==> src/rtl/slot_scheduler_if.sv <==
// slot_scheduler_if
//   Groups the slot strobe bus of slot_scheduler with its requester side.
//   master : the scheduler (drives strobes/grants, samples req)
//   slave  : a client (drives req, observes strobes/grants)
//   Signals:
//     req[3:0]      per-requester slot request, held until granted
//     word_stb      one-cycle pulse per active slot
//     frame_start   pulse with the slot-0 word_stb
//     slot_idx[5:0] current slot number 0..39
//     marker        high with word_stb in slot 0 (sync word)
//     grant[3:0]    one-hot grant, only in word_stb cycles
//     idle_slot     pulse in slots 1..39 when nobody is granted
interface slot_scheduler_if;
  logic [3:0] req;
  logic       word_stb;
  logic       frame_start;
  logic [5:0] slot_idx;
  logic       marker;
  logic [3:0] grant;
  logic       idle_slot;

  modport master (
    input  req,
    output word_stb, frame_start, slot_idx, marker, grant, idle_slot
  );

  modport slave (
    output req,
    input  word_stb, frame_start, slot_idx, marker, grant, idle_slot
  );
endinterface

==> src/rtl/slot_scheduler.sv <==
// slot_scheduler
//   Frame/slot sequencer for a 40-slot TDM frame. Word strobes are derived
//   from the rising edges of the 320 kHz word-clock level, frames are aligned
//   to the rising edges of the 8 kHz frame-clock level. Slot 0 carries the
//   sync word; slots 1..39 are handed out round-robin to four requesters.
//   Ports:
//     clk80     80.64 MHz system clock, rising edge
//     reset     asynchronous, active-low reset
//     enable    run request (level); low forces IDLE
//     clk320k   word-clock level (clk80 domain)
//     clk8k     frame-clock level (clk80 domain)
//     clr_err   synchronous clear of sync_err (a new error wins)
//     bus       strobe/grant bus (master side)
//     frame_cnt completed-frame counter, wraps 255->0
//     sync_err  sticky frame-alignment error
module slot_scheduler (
  input  logic                     clk80,
  input  logic                     reset,
  input  logic                     enable,
  input  logic                     clk320k,
  input  logic                     clk8k,
  input  logic                     clr_err,
  slot_scheduler_if.master         bus,
  output logic [7:0]               frame_cnt,
  output logic                     sync_err
);

  localparam logic [5:0] LAST_SLOT = 6'd39;

  typedef enum logic [1:0] {
    IDLE      = 2'd0,
    WAIT_SYNC = 2'd1,
    RUN       = 2'd2
  } state_t;

  state_t     state_q, state_d;
  logic       prev320_q, prev8k_q;
  logic       frame_pend_q, frame_pend_d;
  logic [5:0] slot_idx_q, slot_idx_d;
  logic [1:0] rr_ptr_q, rr_ptr_d;
  logic [7:0] frame_cnt_q, frame_cnt_d;
  logic       sync_err_q, sync_err_d;
  logic       word_stb_q, word_stb_d;
  logic       frame_start_q, frame_start_d;
  logic       marker_q, marker_d;
  logic [3:0] grant_q, grant_d;
  logic       idle_slot_q, idle_slot_d;

  logic       rise320, rise8k, pend_now, err_set;
  logic       arb_found;
  logic [1:0] arb_idx;

  // Edge detect against the previous cycle's level.
  assign rise320  = clk320k & ~prev320_q;
  assign rise8k   = clk8k & ~prev8k_q;
  // A frame edge arriving in the same cycle as a word edge counts as pending.
  assign pend_now = frame_pend_q | rise8k;

  // Round-robin search starting at rr_ptr; the 2-bit add wraps modulo 4.
  always_comb begin
    arb_found = 1'b0;
    arb_idx   = 2'd0;
    for (int i = 0; i < 4; i++) begin
      if (!arb_found && bus.req[rr_ptr_q + 2'(i)]) begin
        arb_found = 1'b1;
        arb_idx   = rr_ptr_q + 2'(i);
      end
    end
  end

  always_comb begin
    state_d       = state_q;
    frame_pend_d  = frame_pend_q;
    slot_idx_d    = slot_idx_q;
    rr_ptr_d      = rr_ptr_q;
    frame_cnt_d   = frame_cnt_q;
    err_set       = 1'b0;
    word_stb_d    = 1'b0;
    frame_start_d = 1'b0;
    marker_d      = 1'b0;
    grant_d       = 4'b0000;
    idle_slot_d   = 1'b0;

    if (!enable) begin
      // Any strobe due this cycle is dropped along with the pending frame.
      state_d      = IDLE;
      frame_pend_d = 1'b0;
      slot_idx_d   = 6'd0;
    end else begin
      case (state_q)
        IDLE: begin
          state_d      = WAIT_SYNC;
          slot_idx_d   = 6'd0;
          frame_pend_d = 1'b0;
        end
        WAIT_SYNC, RUN: begin
          frame_pend_d = pend_now;
          if (rise320) begin
            if (pend_now) begin
              // Frame boundary: this strobe is slot 0.
              frame_pend_d  = 1'b0;
              state_d       = RUN;
              slot_idx_d    = 6'd0;
              word_stb_d    = 1'b1;
              frame_start_d = 1'b1;
              marker_d      = 1'b1;
              if (state_q == RUN) begin
                frame_cnt_d = frame_cnt_q + 8'd1;
                // Frame edge arrived early: resync to slot 0 and flag it.
                if (slot_idx_q < LAST_SLOT) begin
                  err_set = 1'b1;
                end
              end
            end else if (state_q == RUN) begin
              if (slot_idx_q == LAST_SLOT) begin
                // Frame edge missing: stop strobing, park on slot 39.
                err_set = 1'b1;
                state_d = WAIT_SYNC;
              end else begin
                slot_idx_d = slot_idx_q + 6'd1;
                word_stb_d = 1'b1;
                if (arb_found) begin
                  grant_d  = 4'b0001 << arb_idx;
                  rr_ptr_d = arb_idx + 2'd1;
                end else begin
                  idle_slot_d = 1'b1;
                end
              end
            end
          end
        end
        default: begin
          state_d = IDLE;
        end
      endcase
    end

    if (err_set) begin
      sync_err_d = 1'b1;
    end else if (clr_err) begin
      sync_err_d = 1'b0;
    end else begin
      sync_err_d = sync_err_q;
    end
  end

  always_ff @(posedge clk80 or negedge reset) begin
    if (!reset) begin
      state_q       <= IDLE;
      prev320_q     <= 1'b0;
      prev8k_q      <= 1'b0;
      frame_pend_q  <= 1'b0;
      slot_idx_q    <= 6'd0;
      rr_ptr_q      <= 2'd0;
      frame_cnt_q   <= 8'd0;
      sync_err_q    <= 1'b0;
      word_stb_q    <= 1'b0;
      frame_start_q <= 1'b0;
      marker_q      <= 1'b0;
      grant_q       <= 4'b0000;
      idle_slot_q   <= 1'b0;
    end else begin
      state_q       <= state_d;
      prev320_q     <= clk320k;
      prev8k_q      <= clk8k;
      frame_pend_q  <= frame_pend_d;
      slot_idx_q    <= slot_idx_d;
      rr_ptr_q      <= rr_ptr_d;
      frame_cnt_q   <= frame_cnt_d;
      sync_err_q    <= sync_err_d;
      word_stb_q    <= word_stb_d;
      frame_start_q <= frame_start_d;
      marker_q      <= marker_d;
      grant_q       <= grant_d;
      idle_slot_q   <= idle_slot_d;
    end
  end

  assign bus.word_stb    = word_stb_q;
  assign bus.frame_start = frame_start_q;
  assign bus.slot_idx    = slot_idx_q;
  assign bus.marker      = marker_q;
  assign bus.grant       = grant_q;
  assign bus.idle_slot   = idle_slot_q;
  assign frame_cnt       = frame_cnt_q;
  assign sync_err        = sync_err_q;

endmodule

==> src/flat_wrapper.sv <==
// flat-port wrapper written by rule: the top's interface ports become plain ports
module slot_scheduler_flat 
  (clk80, reset, enable, clk320k, clk8k, clr_err, frame_cnt, sync_err, bus_req, bus_word_stb, bus_frame_start, bus_slot_idx, bus_marker, bus_grant, bus_idle_slot);
  slot_scheduler_if bus_i ();
  input  logic clk80;
  input  logic reset;
  input  logic enable;
  input  logic clk320k;
  input  logic clk8k;
  input  logic clr_err;
  output logic [7:0] frame_cnt;
  output logic sync_err;
  input wire logic [$bits(bus_i.req)-1:0] bus_req;
  output wire logic [$bits(bus_i.word_stb)-1:0] bus_word_stb;
  output wire logic [$bits(bus_i.frame_start)-1:0] bus_frame_start;
  output wire logic [$bits(bus_i.slot_idx)-1:0] bus_slot_idx;
  output wire logic [$bits(bus_i.marker)-1:0] bus_marker;
  output wire logic [$bits(bus_i.grant)-1:0] bus_grant;
  output wire logic [$bits(bus_i.idle_slot)-1:0] bus_idle_slot;
  assign bus_i.req = bus_req;
  assign bus_word_stb = bus_i.word_stb;
  assign bus_frame_start = bus_i.frame_start;
  assign bus_slot_idx = bus_i.slot_idx;
  assign bus_marker = bus_i.marker;
  assign bus_grant = bus_i.grant;
  assign bus_idle_slot = bus_i.idle_slot;
  slot_scheduler u_core (.clk80(clk80), .reset(reset), .enable(enable), .clk320k(clk320k), .clk8k(clk8k), .clr_err(clr_err), .bus(bus_i), .frame_cnt(frame_cnt), .sync_err(sync_err));
endmodule
==> config.mk <==
export PLATFORM = sky130hd
export DESIGN_NAME = slot_scheduler_flat
export DESIGN_NICKNAME = d
export VERILOG_FILES = /design/src/rtl/slot_scheduler_if.sv /design/src/rtl/slot_scheduler.sv /design/src/flat_wrapper.sv
export SDC_FILE = /design/constraint.sdc
export NUM_CORES = 1
export LEC_CHECK = 0
export BUFFER_PORTS_ARGS = -buffer_cell sky130_fd_sc_hd__buf_2
export CAP_MARGIN = 20
export CORE_MARGIN = 3
export CORE_UTILIZATION = 40
export DETAILED_ROUTE_END_ITERATION = 8
export GPL_ROUTABILITY_DRIVEN = 0
export PLACE_DENSITY_LB_ADDON = 0.15
export SLEW_MARGIN = 20
export SYNTH_ARGS = -nofsm -noshare
export SYNTH_HDL_FRONTEND = slang
export SYNTH_SLANG_ARGS = --single-unit
==> constraint.sdc <==
create_clock -name clk80 -period 2 [get_ports clk80]
set_input_delay 0.3 -clock clk80 [delete_from_list [all_inputs] [get_ports clk80]]
set_output_delay 0.3 -clock clk80 [all_outputs]
set_load 0.01 [all_outputs]
==> flow_metrics.py, run 1 <==
metrics = {
    "timing": {
        "drv_slew": 0,
        "hold_violations": 0,
        "tns_ns": 0,
        "period_share_pct": 93.9,
        "tightest_slew_ns": 0.646,
        "period_needed_ns": 1.88,
        "setup_slack_ns": 0.122,
        "finClkSkew_ns": 0.00338,
        "hold-worst-slack_ns": 0.0569,
        "clock.fmax_ghz": 0.532,
        "setup_viol": 0,
        "grt_setup_unrepaired": "false",
        "slew_headroom_pct": 57.0,
    },
    "routing": {
        "drtPass1Iterations": 4,
        "drtAntennaViolNets": 0,
        "drc": 0,
        "drt_iter0_drc": 50,
        "viasPerCell": 5.27,
        "wl_per_cell_um": 13.3,
        "drt-total-wl_mm": 3.00,
        "vias": 1190,
    },
    "worst_setup_path": {
        "reg2reg_slack_ns": 0.12,
        "r2r_start": "u_core.state_q[1]$_DFFE_PN0P_",
        "crit_path_start_kind": "flip-flop",
        "cp-end-kind": "flip-flop",
        "worstReg2RegEnd": "u_core.frame_cnt[1]$_DFFE_PN0P_",
        "critPathMaxFanout": 10,
        "r2r_cells": 6,
        "cp.arrival_ns": 2.03,
        "criticalPathCategory": "reg -> reg",
        "cp_data_required_time_ns": 2.15,
        "cp-startpoint": "u_core.state_q[1]$_DFFE_PN0P_",
    },
    "clocking": {
        "clk_latency_ns": 0.27,
        "htreeDepth": 2,
        "cts-buffers-inserted": 5,
        "cts_tree": "built",
        "clkTransAtPathRegs_ns": 0.06,
        "cts-root-buf": "clkbuf_8",
        "cts.path.max_buffers": 2,
        "cts_hold_buf": 0,
        "clock-sinks": 29,
    },
    "floorplanning": {
        "die_w_um": 67.3,
        "dieArea_um2": 4530,
        "die_h_um": 67.3,
        "core_um2": 3470,
        "fp-row-count": 21,
        "num_io_pins": 33,
        "initial_core_util_pct": 43.4,
    },
    "pwr": {
        "powerDensity_nw_per_um2": 686,
        "ir_worst_vdd_uv": 341,
        "leakage_nw": 0.963,
        "power_mw": 1.26,
    },
    "global_routing": {
        "gr-usage-all-layers_pct": 15.1,
        "grt_pass1_vias": 1123,
        "grt_antenna_before_repair": 0,
        "grt_max_degree": 30,
        "grt_pass1_wl_mm": 5.13,
        "grt_overflow": 0,
    },
    "synthesis": {
        "ys_types": 42,
        "synth_async_sr_flop_share_pct": 100,
        "netlist_area_um2": 1500,
        "synthFlopType": "dfrtp_1",
        "ys_warn_count": 0,
        "synth-seq-area-share_pct": 48.3,
        "synth_seq_cells": 29,
        "syn_avg_cell_area_um2": 10.9,
        "synthesis.nets": 157,
        "netlist_instances": 138,
        "synth-edff-count": 0,
    },
    "cells_and_area": {
        "fin_area_um2": 1840,
        "syn_to_final_growth_pct": 22.3,
        "antenna_cells": 0,
        "nets": 199,
        "drive_gt1_share_pct": 31.1,
        "instances_no_fill": 226,
        "post-route-util_pct": 53.0,
    },
    "placed_design": {
        "hpwl_mm": 2.22,
        "port_buffers": 32,
        "dp_cells": 217,
        "preCtsSetupSlack_ns": 0.147,
        "post_dp_cell_area_um2": 1730,
    },
    "flow_run": {
        "maxCapViolations": 0,
    },
    "status": {
        "status": "finished, final reports clean",
    },
    "worst_hold_path": {
        "worstHoldPathType": "in -> async",
    },
}
==> metal layers <==
| layer | up-vias | track usage, % | part of all wire, % |
|---|---|---|---|
| met3 | 4 | 4.33 | 5.0 |
| li1 | 584 | - | - |
| met5 | - | 0 | 0 |
| met4 | 0 | 5.32 | 1.1 |
| met1 | 572 | 19.5 | 45 |
| met2 | 30 | 24.0 | 49 |
==> synth_stat cells (2+ instances only) <==
| cell | instances | share of area, % |
|---|---|---|
| nor2_1 | 3 | 0.75 |
| nand2b_1 | 2 | 0.83 |
| ha_1 | 9 | 7.5 |
| or4_1 | 2 | 1.0 |
| nand4_1 | 6 | 2.5 |
| inv_1 | 9 | 2.2 |
| dfrtp_1 | 29 | 48 |
| mux2_4 | 2 | 2.0 |
| xor2_1 | 2 | 1.2 |
| nand3b_1 | 2 | 1.0 |
| mux2_2 | 2 | 1.5 |
| mux2i_1 | 2 | 1.3 |
| o21ai_0 | 11 | 3.7 |
| and3_1 | 7 | 2.9 |
| and2_4 | 2 | 1.2 |
| xnor2_1 | 5 | 2.9 |
| nand2_1 | 8 | 2.0 |
| a21oi_1 | 8 | 2.7 |
| or3_1 | 2 | 0.83 |
| nor3_1 | 3 | 1.0 |
==> final cells by class <==
class                      instances  area (um2)
fill                             343        1630
multi-input combinational         98         738
sequential                        29         726
timing repair buffer              37         198
clock buffer                       7        86.3
tap                               46        57.6
inverter                           9        33.8
==> cell usage in the layout (no fill, tap or decap), drive strengths merged, types with 2 or more instances in the layout <==
cell type / netlist / routed
mux2: 4 / 4
or3: 2 / 2
nand2b: 2 / 2
or4: 2 / 2
nand3b: 2 / 2
a21oi: 8 / 8
and2: 3 / 3
and3: 8 / 8
dfrtp: 29 / 29
xor2: 2 / 2
o21ai: 11 / 11
ha: 9 / 9
nand2: 9 / 9
xnor2: 5 / 5
clkbuf: 0 / 7
inv: 9 / 9
nor2: 4 / 4
mux2i: 2 / 2
nor3: 3 / 3
nand4: 6 / 6
buf: 2 / 37
==> state kept, by name (all words and copies together), names as in the netlist, 2 cells and up <==
signal	cells
u_core.frame_cnt	8
u_core.bus.slot_idx	6
u_core.bus.grant	4
u_core.rr_ptr_q	2
u_core.state_q	2
==> worst max-delay path, cell delays in order (launching register included) <==
cell	delay [ns]
dfrtp_1	0.39
inv_1	0.07
ha_1	0.30
nand2_2	0.14
or2_1	0.32
nor2_4	0.19
mux2_2	0.35
==> what timing repair did <==
item / 4_1_cts / 5_1_grt
setup buffers: 0 / 2
hold endpoints to repair: 0 / 0
setup endpoints to repair: 0 / 1
gates resized for setup: 0 / 1
==> kinds of logic after synthesis <==
family	after synthesis	share of synthesized area [%]
AO/OA/AOI/OAI	30	12.5
XOR/XNOR	7	4.08
adder cells (fa/ha/maj)	9	7.49
buffers and inverters	11	3.08
flip-flops	29	48.3
multiplexers	6	4.83
AND/OR/NAND/NOR	46	19.8
==> report_power, final <==
group | total [mW] | internal (mW) | leakage (nW) | switching, mW
clock network | 0.467 | 0.272 | 0.0443 | 0.195
logic | 0.188 | 0.0768 | 0.520 | 0.111
registers | 0.606 | 0.600 | 0.399 | 0.00686
total | 1.26 | 0.949 | 0.963 | 0.313
==> worst max-delay path by stage <==
stage                                          to  slack, ns  cells after the start
6_report          u_core.frame_cnt[1]$_DFFE_PN0P_       0.12                      6
5_1_grt        u_core.bus.slot_idx[4]$_DFFE_PN0P_       0.01                      7
4_1_cts        u_core.bus.slot_idx[0]$_DFFE_PN0P_       0.13                      5
3_5_place_dp   u_core.bus.slot_idx[0]$_DFFE_PN0P_       0.15                      5
3_3_place_gp   u_core.bus.slot_idx[0]$_DFFE_PN0P_       0.16                      5
2_1_floorplan      u_core.rr_ptr_q[0]$_DFFE_PN0P_       0.13                      6
No activity file was read; power rests on OpenSTA's default activity.
==> run 2, diff against run 1 <==
- CTS_BUF_LIST: unset -> sky130_fd_sc_hd__clkbuf_2
==> flow_metrics.py, run 2 (synthesized netlist as in run 1, its figures left out) <==
metrics = {
    "status": {
        "status": "finished, final reports clean",
    },
    "cells_and_area": {
        "largest_reg_flops": 8,
        "syn_to_final_growth_pct": 19.5,
        "post-route-util_pct": 51.8,
        "layout_common_cells": "32 x buf_2, 29 x dfrtp_1, 11 x o21ai_0",
        "nets": 200,
        "antenna_cells": 0,
        "fillers": 347,
        "drive_gt1_share_pct": 30.9,
        "final_common_cell": "buf_2",
    },
    "worst_setup_path": {
        "criticalPathCategory": "reg -> reg",
        "reg2reg_slack_ns": 0.10,
        "path_cells": "inv_1, ha_1, nand2_2, or2_1, nor2_4, mux2_2",
        "critPathMaxFanout": 10,
        "worstReg2RegEnd": "u_core.frame_cnt[1]$_DFFE_PN0P_",
        "r2r_cells": 6,
        "crit_path_top_delay_cell": "dfrtp_1",
        "crit_family": "simple AND/OR/NAND/NOR gates",
        "cp.arrival_ns": 2.13,
        "cp_data_required_time_ns": 2.24,
        "r2r_start": "u_core.state_q[1]$_DFFE_PN0P_",
        "crit_path_start_kind": "flip-flop",
        "critPathBufInv": 1,
        "cp-end-kind": "flip-flop",
        "worst_path_largest_cell_delay_ns": 0.42,
    },
    "routing": {
        "drtAntennaViolNets": 0,
        "vias": 1195,
        "viasPerCell": 5.26,
        "drc": 0,
        "drt_iter0_drc": 60,
        "drt-total-wl_mm": 2.95,
        "drtPass1Iterations": 4,
        "wl_per_cell_um": 13.0,
    },
    "global_routing": {
        "gr-usage-all-layers_pct": 15.1,
        "grtUsageMet2_pct": 23.6,
        "global_route.usage.met3_pct": 4.33,
        "grt_overflow": 0,
        "grt_pass1_vias": 1134,
        "grt_antenna_before_repair": 0,
        "grt_pass1_wl_mm": 5.13,
        "use_met1_pct": 19.1,
        "grt-busiest-layer": "met2",
        "grt_max_degree": 30,
    },
    "placed_design": {
        "port_buffers": 32,
        "hpwl_mm": 2.22,
    },
    "pwr": {
        "leakage_nw": 0.949,
        "ir_worst_vdd_uv": 320,
        "powerDensity_nw_per_um2": 592,
    },
    "floorplanning": {
        "initial_core_util_pct": 43.4,
        "die_w_um": 67.3,
        "core_um2": 3470,
        "num_io_pins": 33,
        "die_h_um": 67.3,
        "fp-row-count": 21,
        "dieArea_um2": 4530,
    },
    "clocking": {
        "htreeDepth": 2,
        "clkTransAtPathRegs_ns": 0.14,
        "clock-sinks": 29,
        "clk_latency_ns": 0.34,
        "cts-buffers-inserted": 5,
        "cts-root-buf": "clkbuf_2",
        "cts.path.max_buffers": 2,
        "cts_tree": "built",
    },
    "timing": {
        "clock.fmax_ghz": 0.527,
        "hold-worst-slack_ns": 0.0704,
        "hold_violations": 0,
        "finClkSkew_ns": 0.00577,
        "tightest_slew_ns": 0.646,
        "drv_slew": 0,
        "slew_headroom_pct": 56.9,
        "period_share_pct": 94.8,
        "period_needed_ns": 1.90,
        "setup_viol": 0,
    },
    "worst_hold_path": {
        "worstHoldPathType": "in -> reg",
        "worstHoldStart": "clk8k",
        "min_to": "u_core.prev8k_q$_DFF_PN0_",
        "whs_path_depth": 1,
    },
    "flow_run": {
        "maxCapViolations": 0,
    },
}
==> run 2: worst reg2reg max path: cells and delay by family (launching register included) <==
| family | cells | cell delay [ns] |
|---|---|---|
| buffers and inverters | 1 | 0.07 |
| flip-flops | 1 | 0.42 |
| AND/OR/NAND/NOR | 3 | 0.65 |
| adder cells (fa/ha/maj) | 1 | 0.30 |
| multiplexers | 1 | 0.35 |
==> run 2: per-layer routing <==
layer | wire, um | vias to the layer above
met5 | 0 | -
met4 | 31 | 0
met3 | 171 | 5
met2 | 1420 | 32
met1 | 1320 | 566
li1 | - | 592
==> run 2: report_power, final <==
part           total, mW  leakage (nW)  switching (mW)  internal [mW]
logic              0.189         0.524           0.111         0.0781
registers          0.606         0.399         0.00687          0.599
clock network      0.269        0.0265           0.187         0.0817
==> run 2: how the worst max path moves through the flow <==
stage	from	slack, ns	end	depth (start not counted)
after floorplan	u_core.bus.slot_idx[0]$_DFFE_PN0P_	0.13	u_core.rr_ptr_q[0]$_DFFE_PN0P_	6
after global placement	u_core.bus.slot_idx[0]$_DFFE_PN0P_	0.16	u_core.bus.slot_idx[0]$_DFFE_PN0P_	5
final	u_core.state_q[1]$_DFFE_PN0P_	0.10	u_core.frame_cnt[1]$_DFFE_PN0P_	6
after CTS	u_core.bus.slot_idx[0]$_DFFE_PN0P_	0.11	u_core.bus.slot_idx[0]$_DFFE_PN0P_	5
after detailed placement	u_core.bus.slot_idx[0]$_DFFE_PN0P_	0.15	u_core.bus.slot_idx[0]$_DFFE_PN0P_	5
after global routing	u_core.state_q[0]$_DFFE_PN0P_	-0.01	u_core.bus.slot_idx[4]$_DFFE_PN0P_	7
==> run 2: timing repair <==
item	in CTS	in global routing
resized for setup	0	1
buffers inserted	0	2
endpoints found under the hold margin	29	0
hold buffers	1	0
endpoints found under the setup margin	0	1
==> run 2: area by class of cell <==
type	count	area [um2]	share of cell area, %
inverter	9	33.8	1.88
clock inverter	1	3.75	0.209
sequential	29	726	40.4
clock buffer	6	30.0	1.67
timing repair buffer	38	208	11.6
multi-input combinational	98	738	41.1
tap	46	57.6	3.20
==> run 2: per-stage QoR <==
| stage | power (mW) | TNS (ns) | cell area [um2] | setup slack, ns | cells |
|---|---|---|---|---|---|
| 6_report | 1.06 | 0 | 1800 | 0.104 | 227 |
| 5_1_grt | 1.13 | -0.0146 | 1800 | -0.0146 | 227 |
| 4_1_cts | 1.07 | 0 | 1780 | 0.114 | 225 |
| 3_5_place_dp | 0.793 | 0 | 1730 | 0.147 | 217 |
| 3_3_place_gp | 0.788 | 0 | 1730 | 0.159 | 217 |
| 2_1_floorplan | 0.731 | 0 | 1500 | 0.127 | 138 |
